**src/rtl/hs_master_retry.sv**
```systemverilog
`default_nettype none
// ============================================================================
// Module      : hs_master_retry
// Description : Bus master for the valid/ready/response handshake link.
//               Takes one word at a time from an upstream producer, presents
//               it on the bus with a stable valid/data handshake, then waits
//               for the slave's response. A nack or a response timeout
//               causes the same word to be resent, up to MAX_RETRY extra
//               attempts. The final outcome is reported as a one-cycle done
//               (acknowledged) or fail (abandoned) pulse.
//
// Parameters  : DATA_W    - bus / request data width (>= 1)
//               MAX_RETRY - retransmissions after the first attempt (>= 0)
//               TIMEOUT   - WAIT_RESP cycles before an attempt fails (>= 2)
//
// Ports       : clk        - clock, all state on the rising edge
//               reset      - asynchronous active-high reset
//               req_valid  - upstream word available
//               req_ready  - block can accept a word (IDLE only)
//               req_data   - upstream word
//               valid      - bus word valid
//               ready      - slave accepts the bus word
//               dout       - bus word
//               response   - slave response strobe
//               resp_err   - response qualifier: 1 = nack, 0 = ack
//               done       - one-cycle pulse, word acknowledged
//               fail       - one-cycle pulse, word abandoned
//               retry_cnt  - retransmissions used by the current/last word
//
// Revision    : 1.0 - initial release
// ============================================================================
module hs_master_retry #(
    parameter  int DATA_W    = 32,
    parameter  int MAX_RETRY = 3,
    parameter  int TIMEOUT   = 16,
    // retry_cnt must be at least one bit wide even when MAX_RETRY is 0
    localparam int RETRY_W   = (MAX_RETRY > 0) ? $clog2(MAX_RETRY + 1) : 1
) (
    input  logic                clk,
    input  logic                reset,

    // Upstream request side
    input  logic                req_valid,
    output logic                req_ready,
    input  logic [DATA_W-1:0]   req_data,

    // Bus side
    output logic                valid,
    input  logic                ready,
    output logic [DATA_W-1:0]   dout,
    input  logic                response,
    input  logic                resp_err,

    // Per-word status
    output logic                done,
    output logic                fail,
    output logic [RETRY_W-1:0]  retry_cnt
);

    // ------------------------------------------------------------------------
    // Constants
    // ------------------------------------------------------------------------
    localparam int TIMER_W = $clog2(TIMEOUT + 1);

    localparam logic [1:0] c_IDLE      = 2'd0;
    localparam logic [1:0] c_SEND      = 2'd1;
    localparam logic [1:0] c_WAIT_RESP = 2'd2;

    localparam logic [RETRY_W-1:0] c_RETRY_LAST = RETRY_W'(MAX_RETRY);
    localparam logic [RETRY_W-1:0] c_RETRY_ONE  = RETRY_W'(1);
    localparam logic [TIMER_W-1:0] c_TIMER_LAST = TIMER_W'(TIMEOUT - 1);
    localparam logic [TIMER_W-1:0] c_TIMER_ONE  = TIMER_W'(1);

    // ------------------------------------------------------------------------
    // State and datapath registers
    // ------------------------------------------------------------------------
    logic [1:0]          r_state;
    logic [1:0]          w_state_nxt;
    logic [DATA_W-1:0]   r_hold;
    logic [RETRY_W-1:0]  r_retry_cnt;
    logic [TIMER_W-1:0]  r_timer;
    logic                r_done;
    logic                r_fail;

    // ------------------------------------------------------------------------
    // Decode of the events that move the FSM
    // ------------------------------------------------------------------------
    logic w_in_idle;
    logic w_in_send;
    logic w_in_wait;
    logic w_accept;
    logic w_xfer;
    logic w_ack;
    logic w_nack;
    logic w_timeout;
    logic w_attempt_fail;
    logic w_retries_left;
    logic w_give_up;
    logic w_retry;

    assign w_in_idle = (r_state == c_IDLE);
    assign w_in_send = (r_state == c_SEND);
    assign w_in_wait = (r_state == c_WAIT_RESP);

    // While reset is high the flops are held anyway, so accept does not need
    // to look at reset; only the visible req_ready is gated by it.
    assign w_accept  = w_in_idle & req_valid;
    assign w_xfer    = w_in_send & ready;

    // Responses only count in WAIT_RESP; anything seen in IDLE or SEND is
    // dropped by these qualifiers.
    assign w_ack     = w_in_wait & response & ~resp_err;
    assign w_nack    = w_in_wait & response &  resp_err;

    // A response in the last timer cycle wins over the timeout.
    assign w_timeout = w_in_wait & ~response & (r_timer == c_TIMER_LAST);

    assign w_attempt_fail = w_nack | w_timeout;

    // retry_cnt never passes MAX_RETRY, so inequality is enough to decide
    // whether another attempt is allowed.
    assign w_retries_left = (r_retry_cnt != c_RETRY_LAST);
    assign w_give_up      = w_attempt_fail & ~w_retries_left;
    assign w_retry        = w_attempt_fail &  w_retries_left;

    // ------------------------------------------------------------------------
    // Next-state logic
    // ------------------------------------------------------------------------
    always_comb begin
        w_state_nxt = r_state;
        case (r_state)
            c_IDLE: begin
                if (w_accept) begin
                    w_state_nxt = c_SEND;
                end
            end
            c_SEND: begin
                if (w_xfer) begin
                    w_state_nxt = c_WAIT_RESP;
                end
            end
            c_WAIT_RESP: begin
                if (w_ack || w_give_up) begin
                    w_state_nxt = c_IDLE;
                end else if (w_retry) begin
                    w_state_nxt = c_SEND;
                end
            end
            default: begin
                // Unused encoding: fall back to a safe idle state
                w_state_nxt = c_IDLE;
            end
        endcase
    end

    always_ff @(posedge clk or posedge reset) begin
        if (reset) begin
            r_state <= c_IDLE;
        end else begin
            r_state <= w_state_nxt;
        end
    end

    // ------------------------------------------------------------------------
    // Hold register: captured on accept, unchanged through every retry so
    // each retransmission carries the identical word.
    // ------------------------------------------------------------------------
    always_ff @(posedge clk or posedge reset) begin
        if (reset) begin
            r_hold <= '0;
        end else if (w_accept) begin
            r_hold <= req_data;
        end
    end

    // ------------------------------------------------------------------------
    // Retry counter: cleared on accept, bumped on each retransmission, and
    // left alone after done/fail so the producer can read the final count.
    // ------------------------------------------------------------------------
    always_ff @(posedge clk or posedge reset) begin
        if (reset) begin
            r_retry_cnt <= '0;
        end else if (w_accept) begin
            r_retry_cnt <= '0;
        end else if (w_retry) begin
            r_retry_cnt <= r_retry_cnt + c_RETRY_ONE;
        end
    end

    // ------------------------------------------------------------------------
    // Response timer: restarted on every bus transfer, so it counts from 0 in
    // the first WAIT_RESP cycle and reaches TIMEOUT-1 in the TIMEOUT-th. The
    // FSM always leaves WAIT_RESP at that point, so the counter cannot wrap.
    // ------------------------------------------------------------------------
    always_ff @(posedge clk or posedge reset) begin
        if (reset) begin
            r_timer <= '0;
        end else if (w_xfer) begin
            r_timer <= '0;
        end else if (w_in_wait) begin
            r_timer <= r_timer + c_TIMER_ONE;
        end
    end

    // ------------------------------------------------------------------------
    // Status pulses: registered, high only for the cycle after the deciding
    // edge. ack and give-up are mutually exclusive, so done and fail can
    // never be high together.
    // ------------------------------------------------------------------------
    always_ff @(posedge clk or posedge reset) begin
        if (reset) begin
            r_done <= 1'b0;
            r_fail <= 1'b0;
        end else begin
            r_done <= w_ack;
            r_fail <= w_give_up;
        end
    end

    // ------------------------------------------------------------------------
    // Outputs
    // ------------------------------------------------------------------------
    // req_ready is forced low during reset so nothing upstream sees a
    // handshake while the block is being cleared.
    assign req_ready = w_in_idle & ~reset;
    assign valid     = w_in_send;
    // dout follows the hold register directly, so it is stable for the whole
    // time valid is high and zero after reset.
    assign dout      = r_hold;
    assign done      = r_done;
    assign fail      = r_fail;
    assign retry_cnt = r_retry_cnt;

endmodule
`default_nettype wire

```
**config.mk**
```make
export PLATFORM = sky130hd
export DESIGN_NAME = hs_master_retry
export DESIGN_NICKNAME = d
export VERILOG_FILES = /design/src/rtl/hs_master_retry.sv
export SDC_FILE = /design/constraint.sdc
export NUM_CORES = 1
export LEC_CHECK = 0
export CORE_UTILIZATION = 45
export CTS_CLUSTER_SIZE = 25
export DETAILED_ROUTE_END_ITERATION = 8
export GPL_ROUTABILITY_DRIVEN = 1
export PLACE_DENSITY = 0.85
export SETUP_SLACK_MARGIN = 0.05
export SLEW_MARGIN = 15
export SYNTH_ARGS = -nofsm -noshare
export SYNTH_HDL_FRONTEND = slang
export SYNTH_SLANG_ARGS = --single-unit
```
**constraint.sdc**
```tcl
create_clock -name clk -period 2.5 [get_ports clk]
set_input_delay 0.25 -clock clk [delete_from_list [all_inputs] [get_ports clk]]
set_output_delay 0.25 -clock clk [all_outputs]
set_load 0.005 [all_outputs]
```
Word-level counts from Yosys, hierarchy flattened

Index checks and enable logic that the tools add are counted.

Bits in registers: 43
Bits of input ports: 38
Output and inout port bits: 38
Logic and storage cells: 44

Add/subtract/negate cells: 2
Eq/ne operators: 7
Mux-type cells: 9
Bitwise logic cells: 15
Reductions and logical operators: 5

Operator list:

| operator              | count |
|---|---|
| $mux W2               | 6 |
| $and A1 B1 Y1         | 10 |
| $mux W5               | 2 |
| $pmux W2 S3           | 1 |
| $add A5 B1 Y5 const B | 1 |
| $eq A5 B4 Y1 const B  | 1 |
| $ne A2 B1 Y1 const B  | 2 |
| $not A1 Y1            | 4 |
| $reduce_bool A2 Y1    | 2 |
| $ne A3 B1 Y1 const B  | 1 |
| $reduce_and A3 Y1     | 1 |
| $add A2 B1 Y2 const B | 1 |
| $eq A2 B1 Y1 const B  | 1 |
| $eq A2 B2 Y1 const B  | 1 |
| $logic_not A2 Y1      | 1 |
| $ne A2 B2 Y1 const B  | 1 |
| $logic_or A1 B1 Y1    | 1 |
| $or A1 B1 Y1          | 1 |

Longest topological paths before layout

Word-level depth: 8
Mapped depth: 6
Mapped depth without buffers: 6

Worst setup path before layout

Ideal clock, no wire load.

Kind: register to register
Start point: register r_timer[0]
End point: register r_retry_cnt[0] (netlist: retry_cnt[0])
Library setup time: 0.079 ns
Arrival time: 1.395 ns
Data required time: 2.421 ns
Slack: 1.025 ns
Cell stages (with the launch flop): 7
Period minus slack after synthesis: 1.475 ns
Path through: dfrtp_1 > ha_1 > and3_1 > ha_1 > mux2i_1 > nor3_1 > mux2i_1

Cells in the longest elaborated chain, start to end: 5

Ends and longest elaborated chain:

| item                         | RTL line | text |
|---|---|---|
| from (decl)                  | 81       | `logic [TIMER_W-1:0] r_timer;` |
| from (signal assigned)       | 201      | `r_timer <= r_timer + c_TIMER_ONE;` |
| $eq A5 B4 Y1                 | 116      | `assign w_timeout = w_in_wait & ~response & (r_timer == c_TIMER_LAST);` |
| $and A1 B1 Y1                | 116      |  |
| $or A1 B1 Y1                 | 118      | `assign w_attempt_fail = w_nack \| w_timeout;` |
| $and A1 B1 Y1                | 124      | `assign w_retry = w_attempt_fail & w_retries_left;` |
| $reduce_bool A2 Y1 (no line) | n/a      |  |
| to (signal assigned)         | 186      | `r_retry_cnt <= r_retry_cnt + c_RETRY_ONE;` |
| to (decl)                    | 80       | `logic [RETRY_W-1:0] r_retry_cnt;` |

No other way between the ends.
A chain may end at the register's enable or synchronous reset.

Worst setup path after layout

Start point: register r_state[1]
End point: output port req_ready

Cells in the longest elaborated chain, start to end: 2

Ends and longest elaborated chain:

| item                   | RTL line | text |
|---|---|---|
| from (decl)            | 77       | `logic [1:0] r_state;` |
| from (signal assigned) | 158      | `r_state <= c_IDLE;` |
| from (signal assigned) | 160      | `r_state <= w_state_nxt;` |
| $logic_not A2 Y1       | 101      | `assign w_in_idle = (r_state == c_IDLE);` |
| $and A1 B1 Y1          | 225      | `assign req_ready = w_in_idle & ~reset;` |
| to (decl)              | 44       | `output logic req_ready,` |

No other way between the ends.

==> run metrics <==
clock slew at reported path FFs=~70 ps; clock skew=between 5 and 6 ps; CTS Buffer Depth=2; DP HPWL=2810 µm; dpl ws=631 ps; worst hold slack=roughly 420 ps; non-filler cells, final=250; R2R depth=3; max_cap viols=0; Setup Buffers After CTS=0; Max Slew Vio Count=0; Netlist Area Pre-Place=0.00178 mm²; Arrival @ worst endpoint=1580 ps; IO buf count=75; syn nets=164; Inserted Diodes=0; drt wl/cell=15.3 µm; Pre-antenna DRT Iters=4; Synth Register Bits=43; DRC violations left=0; Clock Sinks=43; fin nets=243; Placed Instance Area=0.00256 mm²; Worst setup EP type=output port; Seq/Total Area, Yosys=60.4%; CTS Buf Count=5; hold_buf cts=0; setup tns final=0 ps; Relative slew margins=between 60% and 70%; outcome=finished, final reports clean; final setup margin=667 ps; most frequent cells in the layout=clkdlybuf4s50_1 (75), dfrtp_1 (43), mux2_2 (30); CTS tree=built; initial antenna violation count=0; ys async rst share=100%; Tmin final=1830 ps; Post-Synthesis Cells=approximately 120; Yosys warning total=0; NetSw=0.836 mW; EDFF count, synth=0; CTS resizes=0; Antenna Nets Post-Route=0; sequential share of power=between 40% and 50%; Root Driver=clkbuf_8; Pleak=1.11 nW; Netlist cell types=24; Routed Wire Length=around 3800 µm; fin util=71.6%; Clk pwr share=approximately 17%; Worst Tran Pin Value=515 ps; clk_lat worst skew=280 ps; Setup Viol. Count Final=0; critical path class=reg -> out; fin area=0.00266 mm²; CP Data Required Time=about 2300 ps; largest net degree at the start of global routing=44; die area=~0.0042 mm²; grt total ovfl=0; vias in the first global route=1,401; Final Hold Vio Count=0; Placer Congestion=around 0.74; via count=1,280; initial drt markers=36; Max IR drop VDD=0.000514 V; Crit Path Max Fanout=13; gr usage total=20.8%; FILL cells=257; Die Wd=64.9 µm; H-tree depth=2; commonest non-fill, non-tap cell in the layout=clkdlybuf4s50_1; placed cell count=243; height of the die=64.9 µm; Syn Area/Cell=14.5 µm²; layout cells sized above 1=about a fifth; Hold Crit Class=in -> async; fin crit share=~73%; area grow syn2layout=49.4%; first-pass GRT wire length=6470 µm; # rows=22; switch share=27.7%; Core ar.=0.00372 mm²; Comb power frac=a little over two fifths; cell area power density=1130 mW/mm²; crit start category=register; Ports=76; DR vias/cell=5.12; RSZ-0062 raised after global routing=no; Initial Util=47.9%; Internal=2.18 mW; f_max=0.546 GHz; Design Power=3.02 mW; ys flop type=dfrtp_1
layer usage:
metal / up-vias / track usage, % / share of wire (%)
met5: - / 0 / 0
met2: 56 / 38.0 / 53
met1: 624 / 23.1 / 39
li1: 592 / - / -
met4: 0 / 6.67 / 1.4
met3: 8 / 5.46 / 6.8
power by group through the flow:
stage	registers [mW]	logic (mW)	clock network, mW
after floorplan	1.20	0.601	0
after global placement	1.21	1.25	0
after detailed placement	1.24	1.30	0
after CTS	1.23	1.31	0.514
after global routing	1.28	1.40	0.546
final	1.23	1.29	0.498
sequential cells by signal (all words and copies together) (netlist names):
signal / count
dout: 32
r_timer: 5
r_state: 2
retry_cnt: 2
done: 1
fail: 1
cells in the mapped netlist (2+ instances only):
master    instances  area [µm²]
buf_6             4        45.0
ha_1              3        37.5
dfrtp_1          43        1080
inv_1             5        18.8
nor2_1            4        15.0
a311oi_1          2        17.5
mux2_1            2        22.5
nand2_1           3        11.3
mux2i_1           5        50.1
nor3_1            2        10.0
mux2_2           30         338
nor2b_1           2        12.5
a21oi_1           7        35.0
area by class of cell:
type	count	area (µm²)	area share (%)
Clock inverter	1	30.0	1.13
Clock buffer	6	72.6	2.73
Sequential cell	43	1080	40.5
Inverter	5	18.8	0.706
Timing Repair Buffer	77	766	28.8
Tap cell	48	60.1	2.26
Multi-Input combinational cell	70	637	23.9
logic make-up (layout without fill, tap and decap cells):
kind of cell    Yosys count  after routing  synth area share, %
flops                    43             43                 60.4
mux                      37             37                 23.0
simple gates             18             18                 6.33
compound gates           12             12                 4.29
buf+inv                  10             89                 3.79
fa+ha+maj                 3              3                 2.11
critical path, cell delays in order (launching register included):
cell and delay [ps]:
dfrtp_1 530, nor3_1 240, clkdlybuf4s50_1 530
final timing paths:
check	start	to	slack [ps]
max in group asynchronous	reset	dout[16]	1730
hold / removal	reset	r_state[0]	420
min in group clk	dout[28]	dout[28]	490
setup reg to reg	r_state[1]	dout[16]	790
hold reg to reg	dout[28]	dout[28]	490
setup / recovery	r_state[1]	req_ready	670
(Power assumes the default switching activity.)
